===== src/rtl/fetch_pc_unit.sv =====
// Program counter, instruction register and fetch-side state
// for the multicycle MIPS datapath.
module fetch_pc_unit #(
    parameter int unsigned          WIDTH    = 32,
    parameter logic [WIDTH-1:0]     RESET_PC = 32'h0040_0000,
    parameter int unsigned          CNT_W    = 32
) (
    input  logic             clk,
    input  logic             rst,
    input  logic             PC_Write,
    input  logic             Branch,
    input  logic             PC_Src,
    input  logic             PC_J,
    input  logic             IR_Write,
    input  logic             IorD,
    input  logic [WIDTH-1:0] alu_result,
    input  logic             alu_zero,
    input  logic [WIDTH-1:0] mem_rdata,
    output logic [WIDTH-1:0] mem_addr,
    output logic [WIDTH-1:0] pc_q,
    output logic [WIDTH-1:0] ir_q,
    output logic [WIDTH-1:0] mdr_q,
    output logic [WIDTH-1:0] aluout_q,
    output logic [WIDTH-1:0] link_q,
    output logic [5:0]       op,
    output logic [5:0]       funct,
    output logic [4:0]       rs,
    output logic [4:0]       rt,
    output logic [4:0]       rd,
    output logic [15:0]      imm,
    output logic [25:0]      jidx,
    output logic             align_err,
    output logic [CNT_W-1:0] instr_cnt
);

    logic [WIDTH-1:0] jtgt;
    logic [WIDTH-1:0] pc_next;
    logic             pc_en;

    logic [WIDTH-1:0] pc_d;
    logic [WIDTH-1:0] ir_d;
    logic [WIDTH-1:0] link_d;
    logic             err_d;
    logic [CNT_W-1:0] cnt_d;

    // pc_q already points past the jump, so its top bits give the region
    assign jtgt     = {pc_q[WIDTH-1:28], ir_q[25:0], 2'b00};
    assign pc_next  = PC_J ? (PC_Src ? aluout_q : alu_result) : jtgt;
    assign pc_en    = PC_Write | (Branch & alu_zero);
    assign mem_addr = IorD ? aluout_q : pc_q;

    assign op    = ir_q[31:26];
    assign funct = ir_q[5:0];
    assign rs    = ir_q[25:21];
    assign rt    = ir_q[20:16];
    assign rd    = ir_q[15:11];
    assign imm   = ir_q[15:0];
    assign jidx  = ir_q[25:0];

    // Next-state selection for PC, IR, link, error flag and counter
    always_comb begin
        pc_d   = pc_q;
        ir_d   = ir_q;
        link_d = link_q;
        err_d  = align_err;
        cnt_d  = instr_cnt;
        if (pc_en) begin
            pc_d = pc_next;
            if (pc_next[1:0] != 2'b00) begin
                err_d = 1'b1;
            end
        end
        if (IR_Write) begin
            ir_d   = mem_rdata;
            cnt_d  = instr_cnt + 1'b1;
            link_d = pc_en ? pc_next : pc_q;
        end
    end

    // State registers; mdr and aluout capture unconditionally
    always_ff @(posedge clk or negedge rst) begin
        if (!rst) begin
            pc_q      <= RESET_PC;
            ir_q      <= '0;
            mdr_q     <= '0;
            aluout_q  <= '0;
            link_q    <= '0;
            align_err <= 1'b0;
            instr_cnt <= '0;
        end else begin
            pc_q      <= pc_d;
            ir_q      <= ir_d;
            mdr_q     <= mem_rdata;
            aluout_q  <= alu_result;
            link_q    <= link_d;
            align_err <= err_d;
            instr_cnt <= cnt_d;
        end
    end

endmodule


===== config.mk =====
export PLATFORM = sky130hd
export DESIGN_NAME = fetch_pc_unit
export DESIGN_NICKNAME = d
export VERILOG_FILES = /design/src/rtl/fetch_pc_unit.sv
export SDC_FILE = /design/constraint.sdc
export NUM_CORES = 1
export LEC_CHECK = 0
export ABC_AREA = 1
export CORE_ASPECT_RATIO = 0.9
export CORE_UTILIZATION = 43
export DETAILED_ROUTE_END_ITERATION = 10
export PLACE_DENSITY = 0.81
export SYNTH_ARGS = -nofsm -noshare
export SYNTH_HDL_FRONTEND = slang
export SYNTH_SLANG_ARGS = --single-unit

===== constraint.sdc =====
create_clock -name clk -period 1.5 [get_ports clk]
set_input_delay 0.15 -clock clk [delete_from_list [all_inputs] [get_ports clk]]
set_output_delay 0.15 -clock clk [all_outputs]
set_load 0.005 [all_outputs]

==> out/qor.csv <==
metric,value,unit
clockBufferDepth,2,
drv_cap,0,
totalNegativeSetupSlack,-0.555,ns
drt-pass1-iter-count,7,
fin_area,14100,um2
p_comb_share,26.2,%
die_h,135,um
syn_avg_cell_area,9.32,um2
clock_skew,0.0101,ns
finalCritPeriodShare,108,%
vias,8318,
critPathArrivalTime,1.93,ns
tightest_slew,0.628,ns
gr-total-overflow,0,
hpwl,19400,um
postSynthCellCount,910,
hold_viol_final,0,
period_needed,1.62,ns
h-tree-depth,4,
hold_class,primary input to flop,
p_seq_share,41.5,%
row_count,48,
swShare,28.0,%
cp_max_fo,6,
synth.distinct_cells,28,
nets,1456,
ys_async_sr_fraction,100,%
ys_ff_latch,193,
syn_area,8480,um2
powerDensity,1030,nW/um2
drc,0,
start_kind,flop,
slew_violations,0,
yosysSeqAreaShare,57.0,%
path_clk_slew,0.07,ns
switchingPower,4.09,mW
start_util,44.1,%
p_int,10.5,mW
ant_nets,0,
areaGrowthSynthToFinish,66.5,%
critPathKind,flop to flop,
synth_enable_flop_cells,0,
grt_pass1_vias,7983,
outcome,finished with violations,
ioPinCount,367,
wire_per_inst,18.8,um
peakVddDrop,0.000793,V
finalWirelength,30900,um
grt_use_total,28.7,%
fin_ws,-0.124,ns
antenna_found_initial,1,
portBuffers,366,
fp.dieW,150,um
synth_nets,984,
power.total,14.6,mW
via_per_inst,5.05,
fmax,616,MHz
violations,setup timing,
wl_met1,11300,um
drt_iter0_markers,465,
wl_met2,16100,um
setup_viol,7,
p_leak,7.67,nW
dpl-instance-area,12200,um2
cts_tree,yes,
gp_congestion,0.931,
grt_max_degree,82,
ys_warn_count,0,
p_clk_share,32.3,%
clk_latency,0.42,ns
clock_sinks,193,
fillers,1317,
synthFlopType,dfrtp_1,
die-area,20300,um2
rsz0062_at_grt,yes,
post_route_cells_drive_above_1_share,25.0,%
grt_pass1_wl,43700,um
topRoutingLayerUsed,met4,
critPathRequiredTime,1.81,ns
worstSetupEndpointType,flop,
cts_buffers,17,
relSlewSlack,58.1,%
wl_met3,2360,um
core_area,19200,um2
clockRootBuffer,clkbuf_16,
-- through the flow --
stage | hold WS, ns | setup WS (ns) | std cells | util, %
after floorplan | -0.146 | 0.161 | 910 | -
after global placement | 0.0859 | 0.00286 | 1460 | 63.4
after detailed placement | 0.0867 | -0.0406 | 1460 | 63.4
after CTS | 0.0623 | -0.0797 | 1612 | 70.8
after global routing | 0.0806 | -0.180 | 1646 | 73.4
final | 0.0874 | -0.124 | 1646 | 73.4
-- registers in the layout, summed over array words and instances, names as in the netlist --
register	flops
ir_q	32
align_err	1
link_q	32
aluout_q	32
instr_cnt	32
mdr_q	32
pc_q	32
-- layout by cell type (no fill, tap or decap), types with 3 or more instances in the layout --
| master | instances |
|---|---|
| nor2_1 | 68 |
| clkbuf_16 | 17 |
| nand3_2 | 6 |
| buf_2 | 5 |
| buf_12 | 11 |
| inv_1 | 56 |
| nand4_1 | 14 |
| clkdlybuf4s50_1 | 147 |
| dlygate4sd2_1 | 109 |
| dfrtp_1 | 170 |
| mux2_2 | 29 |
| dlymetal6s2s_1 | 72 |
| xnor2_1 | 7 |
| nand2_4 | 5 |
| xor2_1 | 12 |
| nor2_2 | 4 |
| nand2_1 | 241 |
| clkbuf_2 | 18 |
| nand2_2 | 7 |
| clkdlybuf4s15_1 | 14 |
| nand3b_1 | 4 |
| nand3_1 | 33 |
| clkinvlp_4 | 5 |
| bufinv_16 | 3 |
| o21ai_1 | 82 |
| o21ai_0 | 5 |
| dfrtp_2 | 22 |
| mux2i_1 | 3 |
| inv_2 | 8 |
| nor3_1 | 4 |
| buf_4 | 171 |
| buf_6 | 9 |
| nor2_4 | 16 |
-- path summary, 6_finish.rpt --
| path | start | slack, ns | endpoint | depth (start not counted) |
|---|---|---|---|---|
| max | instr_cnt[5]$_DFFE_PN0P_ | -0.12 | instr_cnt[20]$_DFFE_PN0P_ | 7 |
| min | IR_Write | 0.09 | link_q[0]$_DFFE_PN0P_ | 3 |
| max reg2reg | instr_cnt[5]$_DFFE_PN0P_ | -0.12 | instr_cnt[20]$_DFFE_PN0P_ | 7 |
| min reg2reg | align_err$_DFFE_PN0P_ | 0.48 | align_err$_DFFE_PN0P_ | 1 |
| max in group asynchronous | rst | 0.72 | pc_q[22]$_DFF_PN1_ | 3 |
| min in group asynchronous | rst | 0.20 | align_err$_DFFE_PN0P_ | 2 |
-- Yosys cell counts, types with 4 or more instances --
master	count	area [um2]
dfrtp_1	192	4800
xnor2_1	7	61.3
xor2_1	12	105
inv_2	7	26.3
nor2_1	74	278
buf_2	18	90.1
nand3_1	37	185
nor3_1	5	25.0
nand2_2	5	31.3
buf_4	73	548
nor2_4	6	67.6
nor2_2	8	50.1
nand3b_1	4	30.0
clkbuf_1	12	45.0
o21ai_0	5	25.0
o21ai_1	83	415
nand2_1	248	931
nand4_1	14	87.6
mux2_2	29	327
inv_1	58	218
-- area by class of cell --
class | count | area, um2 | area share (%)
Clock buffer | 19 | 433 | 3.07
Antenna cell | 1 | 2.50 | 0.0177
Clock inverter | 13 | 176 | 1.25
Sequential cell | 193 | 4860 | 34.4
Multi-Input combinational cell | 547 | 2880 | 20.4
Timing Repair Buffer | 558 | 5210 | 36.9
Inverter | 65 | 245 | 1.74
Tap cell | 250 | 313 | 2.22
-- kinds of logic after synthesis --
logic type / synth area share, %
compound gates: 5.43
mux: 4.21
flops: 57.0
buf+inv: 11.1
simple gates: 20.2
fa+ha+maj: 0.148
xor+xnor: 1.96
-- layer usage --
| layer | vias to the layer above | global-route usage, % |
|---|---|---|
| met1 | 4019 | 33.3 |
| met2 | 439 | 50.6 |
| li1 | 3770 | - |
| met3 | 90 | 6.33 |
| met4 | 0 | 12.9 |
| met5 | - | 0 |
-- what timing repair did --
item	in CTS	in global routing
resized for setup	199	142
hold buffers	1	0
endpoints found under the hold margin	192	0
buffers inserted	119	35
endpoints found under the setup margin	194	124
pin swaps	0	11
-- power by group through the flow --
| stage | Sequential [mW] | Clock, mW | Combinational [mW] |
|---|---|---|---|
| 2_1_floorplan | 6.21 | 0 | 1.10 |
| 3_3_place_gp | 6.25 | 0 | 3.13 |
| 3_5_place_dp | 6.26 | 0 | 3.20 |
| 4_1_cts | 6.04 | 4.79 | 3.56 |
| 5_1_grt | 6.09 | 4.99 | 4.10 |
| 6_report | 6.05 | 4.71 | 3.82 |
-- worst max-delay path, cell delays in order, from the launching register on --
cell     delay, ns
dfrtp_1       0.39
buf_4         0.13
nand2_1       0.10
nor2_4        0.22
nand3_2       0.15
nor2_4        0.24
nand2_1       0.12
xnor2_1       0.14
Note: power is estimated with default switching activity, not from simulation.
